**config.mk**
```make
export PLATFORM = sky130hd
export DESIGN_NAME = alu_seq_flat
export DESIGN_NICKNAME = d
export VERILOG_FILES = /design/src/rtl/alu_seq_if.sv /design/src/rtl/alu_seq.sv /design/src/flat_wrapper.sv
export SDC_FILE = /design/constraint.sdc
export NUM_CORES = 1
export LEC_CHECK = 0
export CAP_MARGIN = 20
export CORE_MARGIN = 2
export CORE_UTILIZATION = 60
export DETAILED_ROUTE_END_ITERATION = 8
export DONT_BUFFER_PORTS = 1
export PLACE_DENSITY = 0.76
export SYNTH_ARGS = -nofsm -noshare
export SYNTH_HDL_FRONTEND = slang
export SYNTH_SLANG_ARGS = --single-unit
```
**constraint.sdc**
```tcl
create_clock -name clk -period 8.1 [get_ports clk]
set_clock_uncertainty 0.1 [all_clocks]
set_input_delay 2.43 -clock clk [delete_from_list [all_inputs] [get_ports clk]]
set_output_delay 2.43 -clock clk [all_outputs]
set_load 0.01 [all_outputs]
```
**src/rtl/alu_seq_if.sv**
```systemverilog
// Handshake and operand/result bundle between the sequencer and alu_seq.
// master = sequencer side, slave = ALU side.
interface alu_seq_if #(
  parameter int unsigned WIDTH = 8
) ();
  logic                 start;
  logic [2:0]           s;
  logic [WIDTH-1:0]     a;
  logic [WIDTH-1:0]     b;
  logic [2*WIDTH-1:0]   y;
  logic                 done;
  logic                 busy;
  logic                 carry;
  logic                 zero;
  logic                 ovf;

  modport master (
    output start, s, a, b,
    input  y, done, busy, carry, zero, ovf
  );

  modport slave (
    input  start, s, a, b,
    output y, done, busy, carry, zero, ovf
  );
endinterface

```
**src/rtl/alu_seq.sv**
```systemverilog
// Handshaked ALU: single-cycle logic/arith/shift ops, iterative shift-add multiply.
// Define ALU_SAT_EN for unsigned-saturating add/sub.
module alu_seq #(
  parameter int unsigned WIDTH = 8,
  parameter int unsigned SHW   = $clog2(2 * WIDTH)
) (
  input logic       clk,
  input logic       rst_n,
  alu_seq_if.slave  bus
);
  localparam int unsigned RW = 2 * WIDTH;
  localparam int unsigned CW = $clog2(WIDTH);

  localparam logic [2:0] OpAdd = 3'b000;
  localparam logic [2:0] OpSub = 3'b001;
  localparam logic [2:0] OpAnd = 3'b010;
  localparam logic [2:0] OpOr  = 3'b011;
  localparam logic [2:0] OpXor = 3'b100;
  localparam logic [2:0] OpNot = 3'b101;
  localparam logic [2:0] OpMul = 3'b110;
  localparam logic [2:0] OpShl = 3'b111;

  typedef enum logic [0:0] {StIdle, StMul} state_e;

  state_e          state_q, state_d;
  logic [RW-1:0]   y_q, y_d;
  logic            done_q, done_d;
  logic            busy_q, busy_d;
  logic            carry_q, carry_d;
  logic            zero_q, zero_d;
  logic            ovf_q, ovf_d;
  logic [RW-1:0]   mcand_q, mcand_d;
  logic [WIDTH-1:0] mplier_q, mplier_d;
  logic [RW-1:0]   acc_q, acc_d;
  logic [CW-1:0]   cnt_q, cnt_d;

  logic [WIDTH:0]  sum, diff;
  logic [RW-1:0]   res;
  logic            res_carry, res_ovf;
  logic [RW-1:0]   acc_next;

  // Single-cycle result for the opcode currently on the bus.
  always_comb begin
    sum       = {1'b0, bus.a} + {1'b0, bus.b};
    diff      = {1'b0, bus.a} - {1'b0, bus.b};
    res       = '0;
    res_carry = 1'b0;
    res_ovf   = 1'b0;
    unique case (bus.s)
      OpAdd: begin
        res_carry = sum[WIDTH];
        res_ovf   = (bus.a[WIDTH-1] == bus.b[WIDTH-1]) && (sum[WIDTH-1] != bus.a[WIDTH-1]);
`ifdef ALU_SAT_EN
        res       = sum[WIDTH] ? {{WIDTH{1'b0}}, {WIDTH{1'b1}}} : {{WIDTH{1'b0}}, sum[WIDTH-1:0]};
`else
        res       = {{(WIDTH-1){1'b0}}, sum};
`endif
      end
      OpSub: begin
        res_carry = diff[WIDTH];
        res_ovf   = (bus.a[WIDTH-1] != bus.b[WIDTH-1]) && (diff[WIDTH-1] != bus.a[WIDTH-1]);
`ifdef ALU_SAT_EN
        res       = diff[WIDTH] ? '0 : {{WIDTH{1'b0}}, diff[WIDTH-1:0]};
`else
        res       = {{WIDTH{1'b0}}, diff[WIDTH-1:0]};
`endif
      end
      OpAnd: res = {{WIDTH{1'b0}}, bus.a & bus.b};
      OpOr:  res = {{WIDTH{1'b0}}, bus.a | bus.b};
      OpXor: res = {{WIDTH{1'b0}}, bus.a ^ bus.b};
      OpNot: res = {{WIDTH{1'b0}}, ~bus.a};
      OpMul: res = '0;
      OpShl: res = {{WIDTH{1'b0}}, bus.a} << bus.b[SHW-1:0];
      default: res = '0;
    endcase
  end

  always_comb begin
    state_d  = state_q;
    y_d      = y_q;
    done_d   = 1'b0;
    busy_d   = busy_q;
    carry_d  = carry_q;
    zero_d   = zero_q;
    ovf_d    = ovf_q;
    mcand_d  = mcand_q;
    mplier_d = mplier_q;
    acc_d    = acc_q;
    cnt_d    = cnt_q;
    acc_next = acc_q + (mplier_q[0] ? mcand_q : '0);

    unique case (state_q)
      StIdle: begin
        if (bus.start) begin
          if (bus.s == OpMul) begin
            state_d  = StMul;
            busy_d   = 1'b1;
            mcand_d  = {{WIDTH{1'b0}}, bus.a};
            mplier_d = bus.b;
            acc_d    = '0;
            cnt_d    = '0;
          end else begin
            done_d  = 1'b1;
            y_d     = res;
            carry_d = res_carry;
            ovf_d   = res_ovf;
            zero_d  = (res == '0);
          end
        end
      end
      StMul: begin
        // One multiplier bit per cycle; start is ignored until back in idle.
        acc_d    = acc_next;
        mcand_d  = mcand_q << 1;
        mplier_d = mplier_q >> 1;
        cnt_d    = cnt_q + CW'(1);
        if (cnt_q == CW'(WIDTH - 1)) begin
          state_d = StIdle;
          busy_d  = 1'b0;
          done_d  = 1'b1;
          y_d     = acc_next;
          carry_d = 1'b0;
          ovf_d   = 1'b0;
          zero_d  = (acc_next == '0);
        end
      end
      default: state_d = StIdle;
    endcase
  end

  always_ff @(posedge clk or negedge rst_n) begin
    if (!rst_n) begin
      state_q  <= StIdle;
      y_q      <= '0;
      done_q   <= 1'b0;
      busy_q   <= 1'b0;
      carry_q  <= 1'b0;
      zero_q   <= 1'b0;
      ovf_q    <= 1'b0;
      mcand_q  <= '0;
      mplier_q <= '0;
      acc_q    <= '0;
      cnt_q    <= '0;
    end else begin
      state_q  <= state_d;
      y_q      <= y_d;
      done_q   <= done_d;
      busy_q   <= busy_d;
      carry_q  <= carry_d;
      zero_q   <= zero_d;
      ovf_q    <= ovf_d;
      mcand_q  <= mcand_d;
      mplier_q <= mplier_d;
      acc_q    <= acc_d;
      cnt_q    <= cnt_d;
    end
  end

  assign bus.y     = y_q;
  assign bus.done  = done_q;
  assign bus.busy  = busy_q;
  assign bus.carry = carry_q;
  assign bus.zero  = zero_q;
  assign bus.ovf   = ovf_q;
endmodule

```
**src/flat_wrapper.sv**
```systemverilog
// flat-port wrapper written by rule: the top's interface ports become plain ports
module alu_seq_flat 
#(
  parameter int unsigned WIDTH = 8,
  parameter int unsigned SHW   = $clog2(2 * WIDTH)
)
  (clk, rst_n, bus_start, bus_s, bus_a, bus_b, bus_y, bus_done, bus_busy, bus_carry, bus_zero, bus_ovf);
  alu_seq_if #(.WIDTH(WIDTH)) bus_i ();
  input logic clk;
  input logic rst_n;
  input wire logic [$bits(bus_i.start)-1:0] bus_start;
  input wire logic [$bits(bus_i.s)-1:0] bus_s;
  input wire logic [$bits(bus_i.a)-1:0] bus_a;
  input wire logic [$bits(bus_i.b)-1:0] bus_b;
  output wire logic [$bits(bus_i.y)-1:0] bus_y;
  output wire logic [$bits(bus_i.done)-1:0] bus_done;
  output wire logic [$bits(bus_i.busy)-1:0] bus_busy;
  output wire logic [$bits(bus_i.carry)-1:0] bus_carry;
  output wire logic [$bits(bus_i.zero)-1:0] bus_zero;
  output wire logic [$bits(bus_i.ovf)-1:0] bus_ovf;
  assign bus_i.start = bus_start;
  assign bus_i.s = bus_s;
  assign bus_i.a = bus_a;
  assign bus_i.b = bus_b;
  assign bus_y = bus_i.y;
  assign bus_done = bus_i.done;
  assign bus_busy = bus_i.busy;
  assign bus_carry = bus_i.carry;
  assign bus_zero = bus_i.zero;
  assign bus_ovf = bus_i.ovf;
  alu_seq #(.WIDTH(WIDTH), .SHW(SHW)) u_core (.clk(clk), .rst_n(rst_n), .bus(bus_i));
endmodule
```
* After elaboration in Yosys (flattened, before gate mapping)
Index checks and enable logic that the tools add are counted.
** Storage, ports and cells
- Logic and storage cells :: 87
- Register bits :: 65
- Output and inout bits :: 21
** Operators by class
- Reduce and logical (&&, ||, !) cells :: 8
- Eq/ne operators :: 16
- $add $sub $neg :: 4
- Muxes and demuxes :: 42
- Bitwise operators :: 5
- Shift-type cells :: 1
** Operator list (count)
- $mux 16 :: 8
- $pmux 16 s8 :: 1
- $pmux 16 s2 :: 3
- $logic_not 16->1 :: 2
- $add 16x16->16 :: 1
- $mux 1 :: 16
- $mux 8 :: 2
- $pmux 1 s2 :: 8
- $pmux 8 s2 :: 1
- $shl 8x4->16 :: 1
- $eq 3x3->1 const B :: 5
- $add 8x8->9 :: 1
- $sub 8x8->9 :: 1
- $and 8x8->8 :: 1
- $not 8->8 :: 1
- $or 8x8->8 :: 1
- $xor 8x8->8 :: 1
- $eq 3x2->1 const B :: 2
- $mux 3 :: 2
- $ne 2x2->1 const B :: 3
- $pmux 3 s2 :: 1
- $reduce_and 3->1 :: 2
- $add 3x1->3 const B :: 1
- $eq 3x1->1 const B :: 1
- other kinds (7) :: 10

* Logic depth before layout (Yosys ltp)
- Depth after elaboration :: 7
- Depth in mapped cells :: 12
- Gate-level depth less buffers :: 11

* Worst setup path after synthesis
OpenSTA, ideal clock, no wires.
- Kind :: in2reg
- Start point :: input port bus_b[2]
- End point :: register u_core.ovf_q (netlist: u_core.bus.ovf)
- Arrival time :: 4680 ps
- Setup slack :: 3209 ps
- Path buffers :: 2
- Cell stages on the path :: 11
- Library setup time :: 110 ps
- Data required time :: 7890 ps
- Cell sequence :: clkbuf_1 -> inv_1 -> ha_1 -> clkbuf_1 -> and3_1 -> a221o_1 -> nor4_1 -> a211oi_1 -> mux2_2 -> xnor2_1 -> o41ai_1
** Between the ends
- Word-level cells in the longest chain between the ends :: 7
- Elaborated cells between the ends (all ways) :: 10
** RTL lines
- start, declared :: line flat_wrapper.sv:14 : input wire logic [$bits(bus_i.b)-1:0] bus_b;
- $sub 8x8->9 / $add 8x8->9 (equally long branches) :: line alu_seq.sv:45, alu_seq.sv:44
- $ne 1x1->1 (on tied branches) :: line alu_seq.sv:61, alu_seq.sv:52
- $logic_and 1x1->1 (on tied branches) :: line alu_seq.sv:61, alu_seq.sv:52
- $pmux 1 s2 (*) :: line alu_seq.sv:49 : unique case (bus.s)
- $mux 1 (*) :: line alu_seq.sv:95 : if (bus.s == OpMul) begin
- $mux 1 (*) :: line alu_seq.sv:94 : if (bus.start) begin
- $pmux 1 s2 (*) :: line alu_seq.sv:92 : unique case (state_q)
- end signal, assigned :: line alu_seq.sv:151 : ovf_q <= ovf_d;
- end, declared :: line alu_seq.sv:31 : logic ovf_q, ovf_d;
Mark *: on every way between the ends. The rest lies on a longest branch, timed or not. The select of a mux whose other input is x is not followed.
A chain may end at the register's enable or synchronous reset.

* Final worst setup path
- Start point :: input port bus_a[0]
- End point :: register u_core.zero_q (netlist: u_core.bus.zero)
** Between the ends
- Word-level cells in the longest chain between the ends :: 6
- Elaborated cells between the ends (all ways) :: 12
** RTL lines
- start, declared :: line flat_wrapper.sv:13 : input wire logic [$bits(bus_i.a)-1:0] bus_a;
- $sub 8x8->9, or another cell as far along :: line alu_seq.sv:45 : diff = {1'b0, bus.a} - {1'b0, bus.b};
- $pmux 16 s8 (*) :: line alu_seq.sv:49
- $logic_not 16->1 (*) :: line alu_seq.sv:107 : zero_d = (res == '0);
- $mux 1 (*) :: line alu_seq.sv:95
- $mux 1 (*) :: line alu_seq.sv:94
- $pmux 1 s2 (*) :: line alu_seq.sv:92
- end signal, assigned :: line alu_seq.sv:150 : zero_q <= zero_d;
- end, declared :: line alu_seq.sv:30 : logic zero_q, zero_d;
Marked as above.

==> results.sh <==
export IMPL_status="completed"
export IMPL_met1_usage_pct=46.5
export IMPL_grt_total_usage_pct=32.7
export IMPL_synth_edf_count=0
export IMPL_drtAntennaViolNets=0
export IMPL_final_common_cell="nand2_1"
export IMPL_utilization_pct=64.0
export IMPL_path_clk_slew_ns=0.08
export IMPL_die_h_um=98.8
export IMPL_drt_pass1_iterations=5
export IMPL_period_share_pct=54.7
export IMPL_nNetsFinal=688
export IMPL_maxSlewHeadroom_pct=45.3
export IMPL_synthAdderAreaFrac_pct=10.9
export IMPL_arrival_ns=4.61
export IMPL_ios=43
export IMPL_synth_compound_area_share_pct=23.1
export IMPL_route_detailed_vias_per_inst=6.68
export IMPL_synth_mux_area_share_pct=6.46
export IMPL_cts_hold_buf=0
export IMPL_period_needed_ns=4.43
export IMPL_synth_cell_types=75
export IMPL_finalWirelength_mm=15.5
export IMPL_syn_area_per_cell_sq_um=8.38
export IMPL_place_ws_ns=3.33
export IMPL_synth_top_area_share_pct=30.2
export IMPL_crit_slowest_cell="fa_1"
export IMPL_use_met3_pct=7.80
export IMPL_max_freq_mhz=226
export IMPL_grt_pass1_vias=4665
export IMPL_crit_path_cell_trace="inv_1 > ha_1 > fa_1 > o21bai_1 > a211oi_1 > or3_1 > a31oi_1 > nand4b_1 > nor4b_2 > nand4b_1 > nand3_1"
export IMPL_yosys_warnings=0
export IMPL_critPathMaxFanout=7
export IMPL_layout_drive_gt1_share_pct=6.23
export IMPL_busiest_layer="met2"
export IMPL_async_flop_share_pct=100
export IMPL_rows=34
export IMPL_clock_sinks=65
export IMPL_synth_top_family_by_area="compound AO/OA/AOI/OAI gates"
export IMPL_syn_nets=710
export IMPL_met2_usage_pct=49.2
export IMPL_synthXorXnorAreaFrac_pct=2.93
export IMPL_setup_violations=0
export IMPL_cts_made_buffers=9
export IMPL_cpMostUsedCell="nand4b_1"
export IMPL_dieArea_sq_mm=0.00975
export IMPL_worst_pin_slew_ns=0.814
export IMPL_finalHoldViolCount=0
export IMPL_hp_class="flip-flop to flip-flop"
export IMPL_clk_insertion_delay_late_ns=0.35
export IMPL_ctsHtreeMaxLevel=3
export IMPL_fill_cells=748
export IMPL_root_buffer="clkbuf_8"
export IMPL_diodes=0
export IMPL_worst_setup_path_start_kind="input pin"
export IMPL_path_class="input pin to flip-flop"
export IMPL_routabilityCongestion=0.980
export IMPL_cts_setup_buffers=0
export IMPL_synth_area_leaders="dfrtp_1, ha_1, nand2_1"
export IMPL_layout_setup_ws_ns=3.67
export IMPL_p_leak_nw=2.53
export IMPL_grt_pass1_wl_mm=25.0
export IMPL_dp_hpwl_mm=11.7
export IMPL_drcViolationCount=0
export IMPL_coreArea_sq_mm=0.00872
export IMPL_cpPeakStageDelay_ns=0.44
export IMPL_cts_resized=0
export IMPL_final_cell_mix="nand2_1, dfrtp_1, nor2_1"
export IMPL_syn_inst=643
export IMPL_cp_end_kind="flip-flop"
export IMPL_drt_iter0_markers=397
export IMPL_crit_buf_inv=1
export IMPL_vias=4906
export IMPL_maxSlewViolCount=0
export IMPL_antenna_found_initial=0
export IMPL_yosysSeqAreaShare_pct=30.2
export IMPL_timing_hold_ws_ns=0.383
export IMPL_portBuffers=0
export IMPL_area_growth_syn_to_layout_pct=3.58
export IMPL_die_w_um=98.8
export IMPL_gr_total_overflow=0
export IMPL_grt_max_degree=82
export IMPL_synthSimpleGateAreaFrac_pct=21.5
export IMPL_initial_core_util_pct=61.8
export IMPL_setup_tns_ns=0
export IMPL_wire_per_inst_um=21.2
export IMPL_powerDensity_mw_per_mm2=258
export IMPL_yosys_register_bits=65
export IMPL_critPathTopFamily="simple AND/OR/NAND/NOR gates"
export IMPL_total_power_mw=1.44
export IMPL_yosys_most_used_dff="dfrtp_1"
export IMPL_rsz0062_at_grt="no"
export IMPL_yosys_area_top_type="dfrtp_1"
export IMPL_cap_violations=0
export IMPL_required_ns=8.28
export IMPL_peakVddDrop_v=0.000151
export IMPL_syn_area_sq_mm=0.00539
export IMPL_clock_path_buffers=2
export IMPL_tritoncts="built"
## metal layers
metal / up-vias / wire length (um)
met1: 2395 / 6920
li1: 2282 / -
met4: 0 / 467
met2: 196 / 7020
met3: 33 / 1130
met5: - / 0
## path summary, 6_finish.rpt
path | startpoint | endpoint | slack, ns | cells past startpoint
max | bus_a[0] | u_core.bus.zero | 3.67 | 11
min | u_core.cnt_q[0] | u_core.cnt_q[0] | 0.38 | 1
max reg2reg | u_core.mplier_q[0] | u_core.bus.zero | 4.64 | 10
min reg2reg | u_core.cnt_q[0] | u_core.cnt_q[0] | 0.38 | 1
max in group asynchronous | rst_n | u_core.acc_q[1] | 6.13 | 0
min in group asynchronous | rst_n | u_core.mcand_q[6] | 1.67 | 0
## layout make-up
class | count | area [sq um] | share of cell area [%]
clock inverters | 5 | 37.5 | 0.673
flip-flops and latches | 65 | 1630 | 29.2
clock buffers | 11 | 151 | 2.71
repair buffers | 3 | 22.5 | 0.404
well taps | 108 | 135 | 2.42
inverters | 29 | 109 | 1.95
multi-input cells | 513 | 3500 | 62.7
## cells in the mapped netlist, types with 3 or more instances
cell type,n
nor2_1,49
xnor2_1,12
nand2_1,92
o21ai_0,33
inv_1,27
a31oi_1,9
nor3b_1,3
a22o_1,8
fa_1,3
a21o_1,8
and2_1,18
dfrtp_1,65
o22ai_1,3
a211oi_1,10
a221oi_1,5
mux4_2,4
ha_1,42
nand3_1,10
or3_1,4
and3_1,6
o21ai_1,11
xor2_1,6
nor3_1,6
nand3b_1,5
clkbuf_1,29
buf_2,4
nor2b_1,14
a311oi_1,3
o221ai_1,13
o211ai_1,3
a21oi_1,42
a221o_1,5
mux2_2,4
mux2i_1,16
nand4_1,6
nand2b_1,11
## state kept, by name, indices dropped and copies added, names as in the netlist
register	cells
u_core.acc_q	16
u_core.bus.busy	1
u_core.bus.carry	1
u_core.bus.done	1
u_core.bus.ovf	1
u_core.bus.y	16
u_core.bus.zero	1
u_core.cnt_q	3
u_core.mcand_q	16
u_core.mplier_q	8
u_core.state_q	1
## through the flow
| stage | instances | cell area, sq um |
|---|---|---|
| global placement | 718 | 5390 |
| finish | 734 | 5580 |
| floorplan | 643 | 5390 |
| CTS | 734 | 5580 |
| detailed placement | 718 | 5390 |
| global route | 734 | 5580 |
## where the power goes
| group | switching (mW) | leakage [nW] | internal (mW) |
|---|---|---|---|
| combinational | 0.368 | 1.60 | 0.239 |
| clock | 0.138 | 0.0919 | 0.129 |
| sequential | 0.114 | 0.838 | 0.450 |
## kinds of logic after synthesis
logic type                 count (synthesis)
AOI/OAI and AO/OA                        184
and+or+nand+nor                          238
muxes                                     28
buffers and inverters                     65
DFF                                       65
adders and majority gates                 45
xor gates and xnor gates                  18
No activity file was read; power rests on OpenSTA's default activity.
